File: src/rtl/vx_raster_tbuf_writer_pkg.sv
// Shared raster tile-buffer definitions: writer FSM states and header word layout
// (the layout is also decoded by the raster memory fetch unit).
package vx_raster_tbuf_writer_pkg;

  typedef enum logic [2:0] {
    StIdle,
    StPids,
    StHdr0,
    StHdr1,
    StDone
  } tbuf_wr_state_e;

  localparam int unsigned TBUF_HEADER_SIZEW = 2;

  localparam int unsigned HDR_FIELD_W         = 16;
  localparam int unsigned HDR_POS_X_LSB       = 0;
  localparam int unsigned HDR_POS_Y_LSB       = 16;
  localparam int unsigned HDR_PIDS_OFFSET_LSB = 0;
  localparam int unsigned HDR_PIDS_COUNT_LSB  = 16;

  function automatic logic [31:0] pack_hdr0(input logic [HDR_FIELD_W-1:0] pos_x,
                                            input logic [HDR_FIELD_W-1:0] pos_y);
    logic [31:0] w;
    w = '0;
    w[HDR_POS_X_LSB +: HDR_FIELD_W] = pos_x;
    w[HDR_POS_Y_LSB +: HDR_FIELD_W] = pos_y;
    return w;
  endfunction

  function automatic logic [31:0] pack_hdr1(input logic [HDR_FIELD_W-1:0] pids_offset,
                                            input logic [HDR_FIELD_W-1:0] pids_count);
    logic [31:0] w;
    w = '0;
    w[HDR_PIDS_OFFSET_LSB +: HDR_FIELD_W] = pids_offset;
    w[HDR_PIDS_COUNT_LSB +: HDR_FIELD_W]  = pids_count;
    return w;
  endfunction

endpackage

File: src/rtl/vx_raster_tbuf_writer_hdr_gen.sv
// Combinational header word build, PID-list offset computation and overflow detection.
// The offset is relative to the word after header word 1, as the fetch unit expects.
module vx_raster_tbuf_writer_hdr_gen
  import vx_raster_tbuf_writer_pkg::*;
#(
  parameter int unsigned ADDR_W = 30
) (
  input  logic [ADDR_W-1:0] hdr_addr_i,
  input  logic [ADDR_W-1:0] pid_start_i,
  input  logic [15:0]       cur_x_i,
  input  logic [15:0]       cur_y_i,
  input  logic [15:0]       cur_count_i,
  input  logic [15:0]       tile_count_i,
  input  logic [15:0]       max_tiles_i,
  output logic [31:0]       hdr0_data_o,
  output logic [31:0]       hdr1_data_o,
  output logic [15:0]       count_inc_o,
  output logic              count_wrap_o,
  output logic              ofs_ovf_o,
  output logic              tiles_full_o
);

  logic [ADDR_W-1:0] ofs_full;

  always_comb begin
    ofs_full     = pid_start_i - (hdr_addr_i + ADDR_W'(1)) - ADDR_W'(1);
    hdr0_data_o  = pack_hdr0(cur_x_i, cur_y_i);
    hdr1_data_o  = pack_hdr1(ofs_full[15:0], cur_count_i);
    // Any bit above the 16-bit field (including a negative offset) is lost in the header.
    ofs_ovf_o    = |ofs_full[ADDR_W-1:16];
    {count_wrap_o, count_inc_o} = {1'b0, cur_count_i} + 17'd1;
    tiles_full_o = (tile_count_i == max_tiles_i);
  end

endmodule

File: src/rtl/vx_raster_tbuf_writer.sv
// Tile-buffer writer: streams PIDs straight to memory, then emits the 2-word tile header.
// Define RASTER_TBUF_OVF_CHECK_EN to enable overflow/protocol error flagging and tile drop.
module vx_raster_tbuf_writer
  import vx_raster_tbuf_writer_pkg::*;
#(
  parameter string       INSTANCE_ID  = "",
  parameter int unsigned TILE_LOGSIZE = 5,
  parameter int unsigned ADDR_W       = 30
) (
  input  logic              clk,
  input  logic              reset,
  input  logic              start,
  input  logic [ADDR_W-1:0] tbuf_addr,
  input  logic [15:0]       max_tiles,
  input  logic              flush,
  input  logic              in_valid,
  output logic              in_ready,
  input  logic              in_sop,
  input  logic              in_eop,
  input  logic [15:0]       in_xloc,
  input  logic [15:0]       in_yloc,
  input  logic [31:0]       in_pid,
  output logic              mem_req_valid,
  input  logic              mem_req_ready,
  output logic [ADDR_W-1:0] mem_req_addr,
  output logic [31:0]       mem_req_data,
  output logic              busy,
  output logic              done,
  output logic [15:0]       tile_count,
  output logic              error
);

`ifdef RASTER_TBUF_OVF_CHECK_EN
  localparam bit OvfEn = 1'b1;
`else
  localparam bit OvfEn = 1'b0;
`endif

  tbuf_wr_state_e    state_q, state_d;
  logic [ADDR_W-1:0] hdr_addr_q, hdr_addr_d;
  logic [ADDR_W-1:0] pid_addr_q, pid_addr_d;
  logic [ADDR_W-1:0] pid_start_q, pid_start_d;
  logic [15:0]       cur_x_q, cur_x_d;
  logic [15:0]       cur_y_q, cur_y_d;
  logic [15:0]       cur_count_q, cur_count_d;
  logic [15:0]       max_tiles_q, max_tiles_d;
  logic [15:0]       tile_count_q, tile_count_d;
  logic              tile_open_q, tile_open_d;
  logic              drop_q, drop_d;
  logic              error_q, error_d;

  logic [31:0] hdr0_data, hdr1_data;
  logic [15:0] count_inc;
  logic        count_wrap, ofs_ovf, tiles_full;
  logic        pid_fire, drop_pid, err_set, clr_err;

  vx_raster_tbuf_writer_hdr_gen #(
    .ADDR_W (ADDR_W)
  ) u_hdr_gen (
    .hdr_addr_i   (hdr_addr_q),
    .pid_start_i  (pid_start_q),
    .cur_x_i      (cur_x_q),
    .cur_y_i      (cur_y_q),
    .cur_count_i  (cur_count_q),
    .tile_count_i (tile_count_q),
    .max_tiles_i  (max_tiles_q),
    .hdr0_data_o  (hdr0_data),
    .hdr1_data_o  (hdr1_data),
    .count_inc_o  (count_inc),
    .count_wrap_o (count_wrap),
    .ofs_ovf_o    (ofs_ovf),
    .tiles_full_o (tiles_full)
  );

  // A sop re-evaluates the drop decision; other PIDs inherit it from their open tile.
  always_comb begin
    drop_pid = OvfEn && (in_sop ? tiles_full : (tile_open_q && drop_q));
    pid_fire = (state_q == StPids) && in_valid && mem_req_ready;
  end

  always_comb begin
    in_ready      = 1'b0;
    mem_req_valid = 1'b0;
    mem_req_addr  = pid_addr_q;
    mem_req_data  = in_pid;
    unique case (state_q)
      StPids: begin
        in_ready      = mem_req_ready;
        mem_req_valid = in_valid && !drop_pid;
      end
      StHdr0: begin
        mem_req_valid = 1'b1;
        mem_req_addr  = hdr_addr_q;
        mem_req_data  = hdr0_data;
      end
      StHdr1: begin
        mem_req_valid = 1'b1;
        mem_req_addr  = hdr_addr_q + ADDR_W'(1);
        mem_req_data  = hdr1_data;
      end
      default: ;
    endcase
    busy       = (state_q != StIdle);
    done       = (state_q == StDone);
    tile_count = tile_count_q;
    error      = error_q;
  end

  always_comb begin
    state_d      = state_q;
    hdr_addr_d   = hdr_addr_q;
    pid_addr_d   = pid_addr_q;
    pid_start_d  = pid_start_q;
    cur_x_d      = cur_x_q;
    cur_y_d      = cur_y_q;
    cur_count_d  = cur_count_q;
    max_tiles_d  = max_tiles_q;
    tile_count_d = tile_count_q;
    tile_open_d  = tile_open_q;
    drop_d       = drop_q;
    err_set      = 1'b0;
    clr_err      = 1'b0;
    unique case (state_q)
      StIdle: begin
        if (start) begin
          state_d      = StPids;
          hdr_addr_d   = tbuf_addr;
          pid_addr_d   = tbuf_addr + ADDR_W'(max_tiles) * ADDR_W'(TBUF_HEADER_SIZEW);
          max_tiles_d  = max_tiles;
          tile_count_d = '0;
          tile_open_d  = 1'b0;
          drop_d       = 1'b0;
          clr_err      = 1'b1;
        end
      end
      StPids: begin
        if (pid_fire) begin
          if (!drop_pid) begin
            pid_addr_d = pid_addr_q + ADDR_W'(1);
          end
          if (in_sop) begin
            err_set     = tile_open_q;
            cur_x_d     = in_xloc >> TILE_LOGSIZE;
            cur_y_d     = in_yloc >> TILE_LOGSIZE;
            pid_start_d = pid_addr_q;
            cur_count_d = 16'd1;
            tile_open_d = 1'b1;
            drop_d      = drop_pid;
          end else if (tile_open_q) begin
            cur_count_d = count_inc;
            err_set     = count_wrap && !drop_q;
          end else begin
            // Orphan PID: written, but no tile is opened for it.
            err_set = 1'b1;
          end
          if (in_eop && (in_sop || tile_open_q)) begin
            tile_open_d = 1'b0;
            if (drop_pid) begin
              err_set = 1'b1;
            end else begin
              state_d = StHdr0;
            end
          end
        end else if (!in_valid && !tile_open_q && flush) begin
          state_d = StDone;
        end
      end
      StHdr0: begin
        if (mem_req_ready) begin
          state_d = StHdr1;
        end
      end
      StHdr1: begin
        if (mem_req_ready) begin
          hdr_addr_d   = hdr_addr_q + ADDR_W'(TBUF_HEADER_SIZEW);
          tile_count_d = tile_count_q + 16'd1;
          err_set      = ofs_ovf;
          state_d      = StPids;
        end
      end
      StDone: state_d = StIdle;
      default: state_d = StIdle;
    endcase
    error_d = clr_err ? 1'b0 : (error_q | (OvfEn & err_set));
  end

  always_ff @(posedge clk) begin
    if (!reset) begin
      state_q      <= StIdle;
      hdr_addr_q   <= '0;
      pid_addr_q   <= '0;
      pid_start_q  <= '0;
      cur_x_q      <= '0;
      cur_y_q      <= '0;
      cur_count_q  <= '0;
      max_tiles_q  <= '0;
      tile_count_q <= '0;
      tile_open_q  <= 1'b0;
      drop_q       <= 1'b0;
      error_q      <= 1'b0;
    end else begin
      state_q      <= state_d;
      hdr_addr_q   <= hdr_addr_d;
      pid_addr_q   <= pid_addr_d;
      pid_start_q  <= pid_start_d;
      cur_x_q      <= cur_x_d;
      cur_y_q      <= cur_y_d;
      cur_count_q  <= cur_count_d;
      max_tiles_q  <= max_tiles_d;
      tile_count_q <= tile_count_d;
      tile_open_q  <= tile_open_d;
      drop_q       <= drop_d;
      error_q      <= error_d;
    end
  end

endmodule

File: config.mk
export PLATFORM = sky130hd
export DESIGN_NAME = vx_raster_tbuf_writer
export DESIGN_NICKNAME = d
export VERILOG_FILES = /design/src/rtl/vx_raster_tbuf_writer_pkg.sv /design/src/rtl/vx_raster_tbuf_writer_hdr_gen.sv /design/src/rtl/vx_raster_tbuf_writer.sv
export SDC_FILE = /design/constraint.sdc
export NUM_CORES = 1
export LEC_CHECK = 0
export ABC_CLOCK_PERIOD_IN_PS = 3500
export BUFFER_PORTS_ARGS = -buffer_cell sky130_fd_sc_hd__buf_4
export CAP_MARGIN = 15
export CORE_MARGIN = 3
export CORE_UTILIZATION = 55
export DETAILED_ROUTE_END_ITERATION = 10
export PLACE_DENSITY = 0.82
export SETUP_SLACK_MARGIN = 0.1
export SKIP_CTS_REPAIR_TIMING = 1
export SLEW_MARGIN = 20
export SYNTH_ARGS = -nofsm -noshare
export SYNTH_HDL_FRONTEND = slang
export SYNTH_SLANG_ARGS = --single-unit
File: constraint.sdc
create_clock -name clk -period 3.5 [get_ports clk]
set_input_delay 0.35 -clock clk [delete_from_list [all_inputs] [get_ports clk]]
set_output_delay 0.35 -clock clk [all_outputs]
set_load 0.02 [all_outputs]
==> results.py <==
metrics = {
    "global_routing": {
        "grt_pass1_wl_mm": 54.5,
        "overflow": 0,
        "grt_max_degree": 59,
        "grt_pass1_vias": 10314,
        "antenna_found_initial": 0,
        "track_usage_pct": 34.3,
    },
    "routing": {
        "top_layer": "met4",
        "wl_met1_mm": 14.2,
        "met3_length_mm": 3.43,
        "dr_wl_met2_mm": 17.1,
        "viasPerCell": 6.35,
        "drc": 0,
        "first_pass_iters": 8,
        "ant_nets": 0,
        "drtIter0Drc": 1207,
        "finalWirelength_mm": 37.0,
        "wl_per_cell_um": 20.2,
        "vias": 11636,
    },
    "yosys": {
        "syn_nets": 1573,
        "synth_top_cell_by_area": "dfxtp_1",
        "syn_avg_cell_area_um2": 6.99,
        "synth_warnings": 0,
        "syn_inst": 1417,
        "synth_ff_type": "dfxtp_1",
        "ys_seq_elements": 134,
        "yosys-top-cells-area": "dfxtp_1, nand2_1, a21oi_1",
        "syn_area_um2": 9910,
        "seq_area_frac_synth_pct": 27.1,
        "synthArstFlopShare_pct": 0,
        "synth_top_area_share_pct": 27.1,
        "synth_edf_count": 0,
        "synth_cell_types": 73,
    },
    "place": {
        "gp_congestion": 0.981,
        "dp_hpwl_mm": 26.0,
        "numPortBuffers": 189,
        "place_inst": 1771,
    },
    "sta": {
        "hold_viol": 0,
        "fmax_mhz": 272,
        "slew_headroom_pct": 42.5,
        "fin_crit_sh_pct": 105,
        "drv_slew": 0,
        "worst_slew_pin_slew_ps": 861,
        "rsz0062_at_grt": "yes",
        "fin_skew_ps": 12.2,
        "setup_ws_ps": -183,
        "fin_setup_tns_ps": -355,
        "min_period_ps": 3680,
        "whs_ps": 165,
        "setup_viol": 4,
    },
    "pwr": {
        "p_total_w": 0.00595,
        "p_leak_nw": 5.03,
        "ir_drop_mv": 0.383,
        "power_density_nw_per_um2": 469,
    },
    "final_layout": {
        "layout.cells.non_filler": 1831,
        "mostFrequentLayoutCells": "nand2_1, buf_4, a21oi_1, dfxtp_1, nor2_1",
        "diodes": 0,
        "nets": 1749,
        "n_fill_cell": 1394,
        "drive_above_1_share_pct": 22.4,
        "final_common_cell": "nand2_1",
        "final_core_util_pct": 72.6,
        "area_growth_pct": 28.0,
    },
    "floorplanning": {
        "io_pins": 201,
        "core_area_um2": 17500,
        "die_w_um": 140,
        "std_cell_rows": 48,
        "dieHeight_um": 140,
        "start_util_pct": 56.7,
        "dieArea_um2": 19700,
    },
    "clock_tree": {
        "insertion_delay_ps": 430,
        "cts_root_buffer": "clkbuf_16",
        "cts_htree_levels": 4,
        "cts_tree": "built",
        "clk_path_buf_depth": 2,
        "cts_inserted_buffers": 17,
        "cts_sinks": 134,
        "clk_pin_slew_ps": 60,
    },
    "worst_setup_path": {
        "r2r-end": "hdr_addr_q[14]$_SDFFE_PN0P_",
        "worstReg2RegStart": "state_q[0]$_SDFFE_PN0P_",
        "reg2reg_slack_ps": 840,
        "r2r_cells": 6,
        "end_kind": "primary output",
        "arrival_ps": 3330,
        "worst_ep_required_time_ps": 3150,
        "crit_path_start_kind": "flip-flop",
        "worstSetupPathType": "reg -> out",
        "crit_start": "hdr_addr_q[1]$_SDFFE_PN0P_",
        "cp-endpoint": "mem_req_data[12]",
        "crit_fanout": 5,
    },
    "flow_run": {
        "maxCapViolCount": 0,
    },
    "min_path": {
        "hp-class": "in -> reg",
    },
    "run_status": {
        "violations": "negative setup slack",
        "status": "finished, violations left",
    },
}
==> power breakdown <==
group | internal [W] | switching [W] | total (W)
combinational | 0.000856 | 0.00129 | 0.00215
sequential | 0.00168 | 0.000267 | 0.00195
clock | 0.00109 | 0.000774 | 0.00186
total | 0.00362 | 0.00233 | 0.00595
==> through the flow <==
| step | cell area [um2] | worst slack, ps |
|---|---|---|
| floorplan | 9910 | 96.8 |
| global placement | 11500 | 194 |
| detailed placement | 11500 | 78.4 |
| CTS | 12100 | -426 |
| global route | 12700 | -272 |
| finish | 12700 | -183 |
==> how the worst min path moves through the flow <==
| stage | end | slack [ps] | from | cells past startpoint |
|---|---|---|---|---|
| final | cur_y_q[4]$_SDFFE_PN0P_ | 160 | in_yloc[9] | 3 |
| after global routing | cur_y_q[3]$_SDFFE_PN0P_ | 170 | in_yloc[8] | 3 |
| after CTS | cur_y_q[2]$_SDFFE_PN0P_ | 160 | in_yloc[7] | 3 |
| after detailed placement | hdr_addr_q[23]$_SDFFE_PN0P_ | 450 | hdr_addr_q[23]$_SDFFE_PN0P_ | 2 |
| after global placement | cur_x_q[10]$_SDFFE_PN0P_ | 440 | cur_x_q[10]$_SDFFE_PN0P_ | 2 |
| after floorplan | cur_x_q[8]$_SDFFE_PN0P_ | 430 | cur_x_q[8]$_SDFFE_PN0P_ | 2 |
==> cell type report <==
class / count / area, um2 / share of cell area, %
Clock buffer: 18 / 439 / 3.46
Clock inverter: 14 / 164 / 1.29
Inverter: 16 / 60.1 / 0.474
Multi-Input combinational cell: 1166 / 7090 / 55.9
Sequential cell: 134 / 2700 / 21.3
Tap cell: 225 / 282 / 2.22
Timing Repair Buffer: 258 / 1950 / 15.4
==> worst max-delay path, cell delays in order, from the launching register on <==
cell,delay (ps)
dfxtp_4,370
ha_4,170
buf_6,120
xnor2_2,130
ha_1,340
nor2b_4,140
o21a_1,210
o21a_1,230
o31ai_4,310
a2111oi_4,120
or3_1,360
a32o_1,280
buf_6,130
==> state kept, by name (all words and copies together) (netlist names) <==
signal / flops
cur_count_q: 16
cur_x_q: 11
cur_y_q: 11
hdr_addr_q: 30
pid_addr_q: 30
pid_start_q: 16
state_q: 3
tile_count: 16
tile_open_q: 1
==> layer usage <==
layer,vias to the layer above,track usage (%)
li1,5385,-
met1,5289,42.5
met2,782,57.6
met3,180,6.76
met4,0,15.2
met5,-,0
==> Yosys cell counts, drive strengths merged, types with 28 or more instances <==
cell type and instances:
nor2 120, ha 36, o21ai 129, clkbuf 75
a21oi 143, nand2 259, nor3 40, nand3 60
nand4 28, xor2 58, xnor2 43, dfxtp 134
==> cells by family (layout without fill, tap and decap cells) <==
group / after synthesis / count (layout) / share of synthesized area [%]
multiplexers: 19 / 19 / 1.93
AO/OA/AOI/OAI: 401 / 401 / 23.8
adder cells (fa/ha/maj): 38 / 38 / 4.95
other: 1 / 1 / 0.0378
AND/OR/NAND/NOR: 606 / 606 / 28.5
XOR/XNOR: 101 / 101 / 8.93
flip-flops: 134 / 134 / 27.1
buffers and inverters: 117 / 306 / 4.84
Power figures use the tool's default switching activity.
